## src/rtl/mem_stage.sv

```systemverilog
// MEM pipeline stage: holds the EX result, waits for the data-SRAM load response,
// aligns/extends load data and presents one registered result per instruction to WB.
module mem_stage #(
    parameter int ZIP_IN_W  = 106,
    parameter int ZIP_OUT_W = 103,
    parameter int EXC_W     = 82
) (
    input  logic                 clk,
    input  logic                 rst,
    input  logic                 EX_valid,
    input  logic [ZIP_IN_W-1:0]  EX_to_MEM_zip,
    input  logic [EXC_W-1:0]     EX_except_zip,
    output logic                 MEM_allowin,
    input  logic                 WB_allowin,
    input  logic                 data_sram_data_ok,
    input  logic [31:0]          data_sram_rdata,
    input  logic                 flush,
    output logic [ZIP_OUT_W-1:0] MEM_to_WB_zip,
    output logic [EXC_W-1:0]     MEM_except_reg,
    output logic [1:0]           dbg_state
);

    typedef enum logic [1:0] {
        IDLE    = 2'd0,
        WAIT    = 2'd1,
        HOLD    = 2'd2,
        DISCARD = 2'd3
    } state_t;

    state_t                state;
    logic                  ms_valid;
    logic [ZIP_IN_W-1:0]   ex_zip_r;
    logic [EXC_W-1:0]      exc_r;
    logic [31:0]           ld_buf;

    logic [31:0] pc;
    logic [31:0] ir;
    logic        gr_we;
    logic [4:0]  rf_waddr;
    logic        res_from_mem;
    logic [2:0]  ld_op;
    logic [31:0] alu_result;

    assign pc           = ex_zip_r[105:74];
    assign ir           = ex_zip_r[73:42];
    assign gr_we        = ex_zip_r[41];
    assign rf_waddr     = ex_zip_r[40:36];
    assign res_from_mem = ex_zip_r[35];
    assign ld_op        = ex_zip_r[34:32];
    assign alu_result   = ex_zip_r[31:0];

    // Handshake: EX payload moves in when EX_valid & MEM_allowin & ~flush at a posedge;
    // MEM hands off to WB when ms_valid & ms_ready_go & WB_allowin & ~flush.
    logic load_in_mem;
    logic ms_ready_go;
    logic accept;
    logic complete;

    assign load_in_mem = ms_valid & res_from_mem;
    assign ms_ready_go = ~res_from_mem | data_sram_data_ok | (state == HOLD);
    assign MEM_allowin = (state != DISCARD) & (~ms_valid | (ms_ready_go & WB_allowin));
    assign accept      = EX_valid & MEM_allowin & ~flush;
    assign complete    = ms_valid & ms_ready_go & WB_allowin & ~flush;
    assign dbg_state   = state;

    logic [31:0] raw_data;
    logic [7:0]  byte_sel;
    logic [15:0] half_sel;
    logic [31:0] load_data;
    logic [31:0] rf_wdata;

    assign raw_data = (state == HOLD) ? ld_buf : data_sram_rdata;

    always_comb begin
        byte_sel = raw_data[7:0];
        case (alu_result[1:0])
            2'd0: byte_sel = raw_data[7:0];
            2'd1: byte_sel = raw_data[15:8];
            2'd2: byte_sel = raw_data[23:16];
            2'd3: byte_sel = raw_data[31:24];
            default: byte_sel = raw_data[7:0];
        endcase
        half_sel = alu_result[1] ? raw_data[31:16] : raw_data[15:0];
        case (ld_op)
            3'b001:  load_data = {{24{byte_sel[7]}}, byte_sel};
            3'b101:  load_data = {24'd0, byte_sel};
            3'b010:  load_data = {{16{half_sel[15]}}, half_sel};
            3'b110:  load_data = {16'd0, half_sel};
            default: load_data = raw_data;
        endcase
        rf_wdata = res_from_mem ? load_data : alu_result;
    end

    // A flushed load whose request is still outstanding sends us to DISCARD so its
    // late response cannot be mistaken for the next load's data.
    always_ff @(posedge clk or negedge rst) begin
        if (!rst) begin
            state  <= IDLE;
            ld_buf <= 32'd0;
        end else begin
            case (state)
                IDLE: begin
                    if (load_in_mem) begin
                        if (flush) begin
                            state <= data_sram_data_ok ? IDLE : DISCARD;
                        end else if (!data_sram_data_ok) begin
                            state <= WAIT;
                        end else if (!WB_allowin) begin
                            state  <= HOLD;
                            ld_buf <= data_sram_rdata;
                        end
                    end
                end
                WAIT: begin
                    if (flush) begin
                        state <= data_sram_data_ok ? IDLE : DISCARD;
                    end else if (data_sram_data_ok) begin
                        if (WB_allowin) begin
                            state <= IDLE;
                        end else begin
                            state  <= HOLD;
                            ld_buf <= data_sram_rdata;
                        end
                    end
                end
                HOLD: begin
                    if (flush || WB_allowin) state <= IDLE;
                end
                DISCARD: begin
                    if (data_sram_data_ok) state <= IDLE;
                end
                default: state <= IDLE;
            endcase
        end
    end

    always_ff @(posedge clk or negedge rst) begin
        if (!rst) begin
            ms_valid <= 1'b0;
            ex_zip_r <= '0;
            exc_r    <= '0;
        end else begin
            if (flush) begin
                ms_valid <= 1'b0;
            end else if (MEM_allowin) begin
                ms_valid <= EX_valid;
            end
            if (accept) begin
                ex_zip_r <= EX_to_MEM_zip;
                exc_r    <= EX_except_zip;
            end
        end
    end

    // Valid bit drops after one cycle so WB sees each instruction exactly once.
    always_ff @(posedge clk or negedge rst) begin
        if (!rst) begin
            MEM_to_WB_zip  <= '0;
            MEM_except_reg <= '0;
        end else if (complete) begin
            MEM_to_WB_zip  <= {1'b1, pc, ir, gr_we, rf_waddr, rf_wdata};
            MEM_except_reg <= exc_r;
        end else begin
            MEM_to_WB_zip[ZIP_OUT_W-1] <= 1'b0;
        end
    end

endmodule

```

## config.mk

```make
export PLATFORM = sky130hd
export DESIGN_NAME = mem_stage
export DESIGN_NICKNAME = d
export VERILOG_FILES = /design/src/rtl/mem_stage.sv
export SDC_FILE = /design/constraint.sdc
export NUM_CORES = 1
export LEC_CHECK = 0
export ABC_AREA = 1
export CAP_MARGIN = 20
export CORE_ASPECT_RATIO = 0.6
export CORE_UTILIZATION = 45
export DETAILED_ROUTE_END_ITERATION = 8
export PLACE_DENSITY = 0.77
export REMOVE_ABC_BUFFERS = 1
export SLEW_MARGIN = 20
export SYNTH_ARGS = -nofsm -noshare
export SYNTH_HDL_FRONTEND = slang
export SYNTH_SLANG_ARGS = --single-unit
```

## constraint.sdc

```tcl
create_clock -name clk -period 1.7 [get_ports clk]
set_clock_uncertainty 0.2 [all_clocks]
set_input_delay 0.34 -clock clk [delete_from_list [all_inputs] [get_ports clk]]
set_output_delay 0.34 -clock clk [all_outputs]
set_load 0.05 [all_outputs]
```

* Word-level counts from Yosys, hierarchy flattened
Cells that the tools add are included.
** Word-level totals
- Memories :: 0
- Bits in latches :: 0
- Logic and storage cells :: 69
- Memory bits (read-only) :: 0
- Output and inout port bits :: 188
- Flip-flop bits (word level) :: 408
- RAM bits :: 0
** Operators by class
- $mul :: 0
- Mux-type cells :: 24
- Shift operators :: 0
- $lt $le $gt $ge :: 0
- Divide/modulo/power cells :: 0
- Equality and inequality tests :: 16
- Reductions and logical operators :: 7
- Bitwise logic cells :: 14
- Add/sub/neg operators :: 0
** Operator list (number)
- $mux W32 :: 6
- $pmux W32 S4 :: 1
- $pmux W32 S2 :: 1
- $pmux W8 S4 :: 1
- $mux W2 :: 10
- $mux W16 :: 1
- $and A1 B1 Y1 :: 8
- $eq A2 B2 Y1 const B :: 4
- $pmux W2 S4 :: 1
- $eq A3 B3 Y1 const B :: 2
- $ne A2 B2 Y1 const B :: 3
- $reduce_and A5 Y1 :: 1
- $eq A2 B1 Y1 const B :: 2
- $logic_not A2 Y1 :: 2
- $ne A4 B4 Y1 const B :: 1
- $reduce_bool A2 Y1 :: 2
- $eq A3 B1 Y1 const B :: 1
- $eq A3 B2 Y1 const B :: 1
- $mux W1 :: 3
- $ne A3 B3 Y1 const B :: 1
- $not A1 Y1 :: 3
- $or A1 B1 Y1 :: 3
- $ne A2 B1 Y1 const B :: 1
- $reduce_and A2 Y1 :: 1
- $logic_or A1 B1 Y1 :: 1

* Logic depth before layout (Yosys ltp)
Gate-level depths: netlist (run 1).
- Word-level depth :: 8
- Depth in mapped cells :: 14
- Gate-level depth less buffers :: 12

* Worst setup path before layout (run 1)
Ideal clock, no wire load.
- Path kind :: reg-to-reg
- From :: register state[0], in the netlist dbg_state[0]
- To :: register ex_zip_r[1]
- Slack :: -597 ps
- Arrival :: 1959 ps
- Clock period less this slack :: 2297 ps
- Buffers on the path :: 2
- Cell stages (with the launch flop) :: 13
- Setup time :: 137 ps
- Path through :: dfrtp_1 > inv_2 > nand2_2 > nand3_1 > nand2_1 > nand2_1 > nand2_1 > inv_2 > nand3_4 > buf_4 > buf_4 > nor2_1 > a21oi_1
** Between the ends
- Cells in the longest elaborated chain, start to end :: 7
- Elaborated cells on any way between the ends :: 8
- Classes of those cells :: eq/ne (2); bitwise (6)
** RTL lines
- start, declared :: RTL line 30 : state_t state;
- start signal, assigned :: RTL line 105 : state <= data_sram_data_ok ? IDLE : DISCARD;
- start signal, assigned :: RTL line 116 : state <= data_sram_data_ok ? IDLE : DISCARD;
- $eq A2 B2 Y1 :: RTL line 60 : assign ms_ready_go = ~res_from_mem | data_sram_data_ok | (state == HOLD);
- $or A1 B1 Y1 :: RTL line 60
- $and A1 B1 Y1 :: RTL line 61 : assign MEM_allowin = (state != DISCARD) & (~ms_valid | (ms_ready_go & WB_allowin));
- $or A1 B1 Y1 :: RTL line 61
- $and A1 B1 Y1 (*) :: RTL line 61
- named net MEM_allowin :: RTL line 13 : output logic MEM_allowin,
- $and A1 B1 Y1 (*) (2 in a row) :: RTL line 62 : assign accept = EX_valid & MEM_allowin & ~flush;
- end signal, assigned :: RTL line 149 : ex_zip_r <= EX_to_MEM_zip;
- end, declared :: RTL line 32 : logic [ZIP_IN_W-1:0] ex_zip_r;
Mark *: on every way through the listed nets, which the timed path passes. The rest lies on a longest branch.
A chain may end at the register's enable or synchronous reset.

* Worst setup path after layout (run 1)
- From :: register state[0], in the netlist dbg_state[0]
- To :: register MEM_to_WB_zip[21]
** Between the ends
- Cells in the longest elaborated chain, start to end :: 5
- Elaborated cells on any way between the ends :: 10
- Classes of those cells :: eq/ne (1); mux (5); bitwise (4)
** RTL lines
- $eq A2 B2 Y1 (*) :: RTL line 60, 72
- $mux W32 / $or A1 B1 Y1 (equally long branches) :: RTL line 72, 60
- $pmux W8 S4 (tied with other cells) :: RTL line 76 : case (alu_result[1:0])
- $pmux W32 S4 / $and A1 B1 Y1 (equally long branches) :: RTL line 84, 63
- $mux W32 / $and A1 B1 Y1 (equally long branches) :: RTL line 91, 63
- end signal, assigned :: RTL line 161 : MEM_to_WB_zip <= {1'b1, pc, ir, gr_we, rf_waddr, rf_wdata};
- end, declared :: RTL line 18 : output logic [ZIP_OUT_W-1:0] MEM_to_WB_zip,
Mark *: on every way between the ends. The rest lies on a longest branch, timed or not.

==> impl_results.md, run 1 <==
* Row count at 54
* DP Cell Count at 2,929
* Initial antenna violation count at 6
* Sum Neg Setup Slack at -146.52 ns
* Max reg flops at 106
* Switching pwr at 28.2 mW
* Critical Path RT at 1.98 ns
* Routability cong. at 0.917
* CTS tree: yes
* Worst rel slew slack at 0.621
* Critical path's slowest cell: dfrtp_1
* Total gr overflow at 0
* Maximum vdd drop at 0.00134 V
* Io pins at 414
* Final min period at 2.29 ns
* Cts bufs inserted at 39
* Final ANT Viol Nets at 0
* Vias in the first global route at 17.8k
* Sw Share at 0.453
* Ratio of cells with drive above 1 in the final layout at 0.482
* Final hold slack at 0.0808 ns
* CP cell instances: inv_2 > nand2_4 > nand3_2 > nand4_1 > buf_6 > buf_12 > buf_12 > buf_4 > a21oi_1 > nand2_1 > nand2_1
* Worst R2R End: MEM_to_WB_zip[21]$_DFFE_PN0P_
* CTS sink cnt at 408
* Dpl cell area at 0.0248 mm^2
* Outcome: complete, but fails checks
* Largest registers: ex_zip_r: 106 flops, MEM_to_WB_zip: 103 flops
* P&R area growth vs syn at 94.3%
* RSZ-0062 raised after global routing: yes
* Failing checks: setup timing
* Buffer depth of the longest clock path at 3
* DR vias at 19.3k
* Reg clk slew, reported paths at 0.08 ns
* Root buffer cell: clkbuf_16
* Crit path max fanout at 6
* Final instance area at 0.0331 mm^2
* Seq/Total Area, Yosys at 0.600
* Starting Density at 0.463
* Worst reg-to-reg setup slack at -0.59 ns
* Clock power frac at 0.160
* Wire length per cell at 29.6 um
* Synthesis Warnings at 0
* H-tree Lvls at 2
* FILL cells at 1,273
* Detailed placer's ending HPWL at 37,000 um
* CORE AREA at 0.0368 mm^2
* Largest reg by FF count: ex_zip_r
* I/O Buffers at 413
* First-pass GRT wire length at 103,000 um
* Fin crit share at 1.35
* Setup CP Type: flop to flop
* Via density at 6.12
* Reg2reg start: dbg_state[0]$_DFFE_PN0P_
* Die area at 0.0386 mm^2
* Final nets at 2,855
* Count of pins over their slew limit at 0
* Power Internal at 34.1 mW
* Unique cell type count in the Yosys netlist at 30
* P_leak at 15.8 nW
* # DRC at 0
* Worst setup margin at -0.590 ns
* Total count of hold-check failures in the final report at 0
* Least-Margin Pin Slew at 0.566 ns
* Width of the die at 253 um
* Peak Freq at 437 MHz
* Die Ht at 153 um
* Cell Area, Synth at 0.0170 mm^2
* Worst Hold Class: primary input to asynchronous set/reset pin
* Starting DRT DRC Count at 2,260
* First-pass detailed-route iteration total at 6
* CP Data Arrival Time at 2.57 ns
* Max Cap Viol at 0
* Clock insertion delay at the later pin of the skew report at 0.55 ns
* Register bit count reported by yosys at 408
* Worst reg2reg path depth at 11
* Max incr delay on CP at 0.41 ns
* Largest net degree at the start of global routing at 58
* Final wirelength at 93,500 um
* Gr usage total at 0.348
* P per Cell Area at 1880 mW/mm^2
* Sequential power share at 0.293
* CP startpoint kind: flop
* Synth Instances at 1,968
* CP Capture Type: flop
* Final setup violation count at 516
* Non-Filler Instances at 3,159
* Syn Area/Cell at 8.65 um^2
* Comb power frac at 0.547
## worst max-delay path: cells and delay by family, from the launching register on
kind	cells	cell delay, ns
buf+inv	5	0.78
simple gates	5	0.58
flops	1	0.41
compound gates	1	0.26
## worst max-delay path by stage
stage	from	end	slack [ns]	depth (start not counted)
floorplan	dbg_state[1]$_DFFE_PN0P_	MEM_to_WB_zip[15]$_DFFE_PN0P_	-9.41	6
global placement	data_sram_data_ok	exc_r[45]$_DFFE_PN0P_	-0.56	12
detailed placement	data_sram_data_ok	ex_zip_r[46]$_DFFE_PN0P_	-0.60	12
CTS	dbg_state[1]$_DFFE_PN0P_	MEM_allowin	-0.47	8
global route	dbg_state[0]$_DFFE_PN0P_	ex_zip_r[7]$_DFFE_PN0P_	-0.65	15
finish	dbg_state[0]$_DFFE_PN0P_	MEM_to_WB_zip[21]$_DFFE_PN0P_	-0.59	11
## area by class of cell
class                           count  area (um^2)  area share
Multi-Input combinational cell   1207         9020       0.273
Sequential cell                   408        10200       0.309
Antenna cell                        3         7.51    0.000227
Clock inverter                     16          209     0.00632
Inverter                          243          925      0.0280
Timing Repair Buffer              726        10900       0.330
Tap cell                          504          631      0.0191
Clock buffer                       52         1150      0.0347
## per-stage QoR
stage               power, mW   util  setup WS [ns]
floorplan                28.1      -          -9.41
global placement         42.0  0.674         -0.559
detailed placement       42.7  0.674         -0.604
CTS                      54.3  0.788         -0.470
global route             63.5  0.900         -0.646
finish                   62.3  0.900         -0.590
## cells by family after synthesis
family,count (synthesis),share of synthesized area
buffers and inverters,354,0.0871
AO/OA/AOI/OAI,394,0.117
multiplexers,16,0.0106
AND/OR/NAND/NOR,792,0.183
flip-flops,408,0.600
adder cells (fa/ha/maj),4,0.00294
## cell usage after synthesis
master    instances  area (um^2)
a21boi_0          1         7.51
a21oi_1         177          886
a22oi_1           2         15.0
a31oi_1           2         12.5
and2_1            2         12.5
buf_1             1         3.75
buf_2            60          300
buf_4            14          105
buf_6             3         33.8
clkbuf_1         30          113
clkbuf_2          3         15.0
dfrtp_1         408        10200
ha_1              4         50.1
inv_1           240          901
inv_2             3         11.3
mux2_2           16          180
nand2_1         582         2180
nand2_2           3         18.8
nand3_1          45          225
nand3_2           1         10.0
nand3_4           2         35.0
nand4_1           4         25.0
nor2_1          144          541
nor2_2            1         6.26
o21ai_0         188          941
o21ai_1          22          110
o221ai_1          1         8.76
o31ai_1           1         7.51
or2_1             4         25.0
or2_2             4         25.0
## power groups by stage
stage                     Combinational (mW)  Sequential [mW]  Clock, mW
after floorplan                         5.18             22.9          0
after global placement                  25.6             16.5          0
after detailed placement                26.1             16.7          0
after CTS                               28.2             16.6       9.46
after global routing                    34.9             18.4       10.2
final                                   34.1             18.3       9.94
## metal layers
metal  track usage  vias to the layer above  part of all wire
met3         0.101                      724              0.11
met4         0.167                        2             0.093
li1              -                     7465                 -
met2         0.580                     1720              0.46
met1         0.415                     9410              0.33
met5             0                        -           0.00014
## layout by cell type (no fill, tap or decap), types with 5 or more instances in the layout
| cell type | count |
|---|---|
| buf_16 | 30 |
| buf_4 | 118 |
| nand2_1 | 286 |
| nand3_1 | 19 |
| clkdlybuf4s50_1 | 224 |
| nor2_1 | 25 |
| a21oi_1 | 64 |
| bufinv_16 | 5 |
| nand2_4 | 149 |
| clkinv_2 | 10 |
| o21ai_4 | 9 |
| inv_1 | 237 |
| dfrtp_1 | 407 |
| nor2_4 | 112 |
| clkbuf_16 | 82 |
| inv_2 | 5 |
| a21oi_4 | 12 |
| nor2_2 | 8 |
| a21oi_2 | 101 |
| buf_12 | 264 |
| o21ai_1 | 57 |
| nand3_4 | 18 |
| nand2_2 | 148 |
| o21ai_2 | 112 |
| buf_6 | 25 |
| buf_8 | 22 |
| mux2_2 | 16 |
| o21ai_0 | 32 |
| clkbuf_8 | 8 |
| nand3_2 | 11 |
## timing repair
action                                 in CTS  in global routing
gates resized for setup                   380                967
buffers inserted                           44                 49
pin swaps                                  30                 93
gates cloned                               42                 49
setup endpoints to repair                 406                456
endpoints found under the hold margin     225                  0
hold buffers                                1                  0
Note: power is estimated with default switching activity, not from simulation.
==> inputs of run 2 (changes only) <==
--- a/config.mk
+++ b/config.mk
@@ -10,6 +10,7 @@
 export CORE_ASPECT_RATIO = 0.6
 export CORE_UTILIZATION = 45
 export DETAILED_ROUTE_END_ITERATION = 8
+export GPL_TIMING_DRIVEN = 0
 export PLACE_DENSITY = 0.77
 export REMOVE_ABC_BUFFERS = 1
 export SLEW_MARGIN = 20
==> run 2 against run 1 <==
Compared with the run above:
- the run ends with hold timing, setup timing left
- total power fell by 20%
- combinational power down 28%
- hold slack worse by 0.48 ns
- highest routed layer unchanged
- die area unchanged
- largest cell class is now registers
- sequential share of layout area up 4.7 points
- core utilization fell by 12 points
- maximum frequency decreased by 1.0%
==> impl_results.md, run 2 (synthesis results as in run 1) <==
* Worst Hold Class: primary input to asynchronous set/reset pin
* Vias in the first global route at 16.3k (-8.6%)
* Multi-input gate area in the final layout at 0.00789 mm^2 (-13%)
* Final min period at 2.31 ns (+0.0231 ns)
* Worst rel slew slack at 0.436 (-0.184)
* CORE AREA at 0.0368 mm^2 (unchanged)
* Starting Density at 0.463 (unchanged)
* Total gr overflow at 0 (unchanged)
* Max Cap Viol at 0 (unchanged)
* P per Cell Area at 1740 mW/mm^2 (-7.6%)
* Final ANT Viol Nets at 0 (unchanged)
* Commonest non-fill, non-tap cells in the layout: dfrtp_1, nand2_1, inv_1
* Root buffer cell: clkbuf_16
* Grt met1 use at 0.380 (-0.0349)
* DR vias at 17.2k (-11%)
* Ratio of cells with drive above 1 in the final layout at 0.331 (-0.151)
* Sequential power share at 0.321 (+0.028)
* First-pass detailed-route iteration total at 6 (unchanged)
* Final nets at 2,772 (-2.9%)
* Starting DRT DRC Count at 1,703 (-25%)
* Initial antenna violation count at 8 (+2)
* M3 GR Usage at 0.0888 (-0.0123)
* RSZ-0062 raised after global routing: yes
* I/O Buffers at 413 (unchanged)
* First-pass GRT wire length at 91,900 um (-11%)
* Reg clk slew, reported paths at 0.07 ns (about the same)
* Clock insertion delay at the later pin of the skew report at 0.54 ns (about the same)
* Largest net degree at the start of global routing at 97 (+67%)
* # DRC at 0 (unchanged)
* Post-layout util at 0.781 (-0.119)
* Final hold slack at -0.396 ns (-0.477 ns)
* Least-Margin Pin Slew at 0.843 ns (+0.277 ns)
* Largest registers: ex_zip_r: 106 flops, MEM_to_WB_zip: 103 flops
* Max reg flops at 106 (unchanged)
* Critical Path RT at 1.16 ns (-0.82 ns)
* CP Capture Type: primary output
* Commonest non-fill, non-tap cell in the layout: dfrtp_1
* Total count of hold-check failures in the final report at 92 (+92)
* Detailed placer's ending HPWL at 32,000 um (-14%)
* Row count at 54 (unchanged)
* CP startpoint kind: flop
* Gr usage total at 0.308 (-0.0402)
* CTS sink cnt at 408 (unchanged)
* Crit path max fanout at 4 (-2)
* GR Util met2 at 0.499 (-0.0808)
* Global route hottest layer: met2
* Sw Share at 0.471 (+0.0180)
* H-tree Lvls at 2 (unchanged)
* Sum Neg Setup Slack at -216.71 ns (-70.19 ns)
* Switching pwr at 23.5 mW (-17%)
* P_leak at 14.2 nW (-9.8%)
* Clock power frac at 0.186 (+0.026)
* Peak Freq at 432 MHz (-1.0%)
* Comb power frac at 0.493 (-0.054)
* FILL cells at 2,138 (+68%)
* Failing checks: hold timing, setup timing
* Buffer depth of the longest clock path at 3 (unchanged)
* P&R area growth vs syn at 68.7%
* Count of pins over their slew limit at 0 (unchanged)
* Reg area at 0.0102 mm^2 (about the same)
* Via density at 5.57 (-8.9%)
* Final wirelength at 74,100 um (-21%)
* Fin crit share at 1.36 (+0.0136)
* Io pins at 414 (unchanged)
* Cts bufs inserted at 40 (+2.6%)
* Maximum vdd drop at 0.00111 V (-17%)
* Die Ht at 153 um (unchanged)
* Worst reg2reg path depth at 14 (+3)
* Width of the die at 253 um (unchanged)
* CP Data Arrival Time at 1.77 ns (-0.80 ns)
* Die area at 0.0386 mm^2 (unchanged)
* Largest reg by FF count: ex_zip_r
* Outcome: complete, but fails checks
* CTS tree: yes
* Total power at 49.9 mW (-20%)
* Final setup violation count at 586 (+14%)
* Worst setup margin at -0.613 ns (-0.0231 ns)
* Routability cong. at 0.907 (-1.1%)
* Power Internal at 26.4 mW (-22%)
* Wire length per cell at 24.0 um (-19%)
* Setup CP Type: flop to primary output
-- run 2: cell types whose count changed in the layout (fill, tap and decap cells not counted), sizes merged, moves of 3 or more --
cell,before,now
clkinvlp,0,7
diode,3,6
dlygate4sd2,0,164
inv,243,248
clkbuf,93,97
buf,459,188
clkdlybuf4s15,0,11
clkinv,11,7
nand3,48,54
-- run 2: area by class of cell --
| cell class | instances | share of cell area |
|---|---|---|
| Tap cell | 504 | 0.0220 |
| Timing Repair inverter | 13 | 0.00671 |
| Inverter | 243 | 0.0335 |
| Clock buffer | 62 | 0.0409 |
| Sequential cell | 408 | 0.356 |
| Antenna cell | 6 | 0.000523 |
| Clock inverter | 9 | 0.00449 |
| Timing Repair Buffer | 622 | 0.261 |
| Multi-Input combinational cell | 1214 | 0.275 |
-- run 2: layer usage --
| layer | vias to the layer above | part of all wire |
|---|---|---|
| met4 | 6 | 0.063 |
| met5 | - | 0.00063 |
| li1 | 7332 | - |
| met1 | 8413 | 0.36 |
| met2 | 1086 | 0.47 |
| met3 | 332 | 0.11 |
-- run 2: worst max-delay path, cell delays in order (launching register included) --
cell,delay (ns)
dfrtp_4,0.55
nand2_8,0.13
nand3_4,0.08
nand2_2,0.09
nand2_2,0.07
nand2_4,0.09
clkinv_4,0.07
buf_8,0.15
-- run 2: per-stage QoR --
stage               hold WS, ns  cells  worst slack, ns  area, um^2
global placement          0.250   2774           -17.53       21200
CTS                      -0.352   2989           -0.535       25700
detailed placement        0.210   2804            -2.26       21700
finish                   -0.396   3081           -0.613       28700
global route             -0.351   3078           -0.646       28700
floorplan                -0.156   1857            -9.41       16400
-- run 2: timing repair --
| action | in CTS | in global routing |
|---|---|---|
| hold endpoints to repair | 92 | 92 |
| setup endpoints to repair | 596 | 594 |
| resized for setup | 658 | 590 |
| cloned | 45 | 55 |
| pin swaps | 25 | 40 |
| buffers inserted | 69 | 41 |
-- run 2: power by group through the flow --
stage | registers [mW] | logic [mW] | clock network (mW)
finish | 16.0 | 24.6 | 9.29
global route | 16.3 | 25.7 | 9.72
CTS | 15.3 | 21.1 | 9.16
detailed placement | 15.4 | 20.2 | 0
global placement | 15.4 | 20.0 | 0
floorplan | 22.9 | 5.18 | 0
-- run 2: final timing paths --
| path | start | slack (ns) | to |
|---|---|---|---|
| worst max-delay path | dbg_state[1]$_DFFE_PN0P_ | -0.61 | MEM_allowin |
| worst min-delay path | rst | -0.40 | exc_r[63]$_DFFE_PN0P_ |
| worst max register to register | dbg_state[1]$_DFFE_PN0P_ | -0.60 | MEM_to_WB_zip[28]$_DFFE_PN0P_ |
| worst min register to register | MEM_to_WB_zip[62]$_DFFE_PN0P_ | 0.27 | MEM_to_WB_zip[62]$_DFFE_PN0P_ |
| max in group asynchronous | rst | 0.25 | MEM_to_WB_zip[100]$_DFFE_PN0P_ |
| min in group clk | EX_to_MEM_zip[4] | 0.14 | ex_zip_r[4]$_DFFE_PN0P_ |
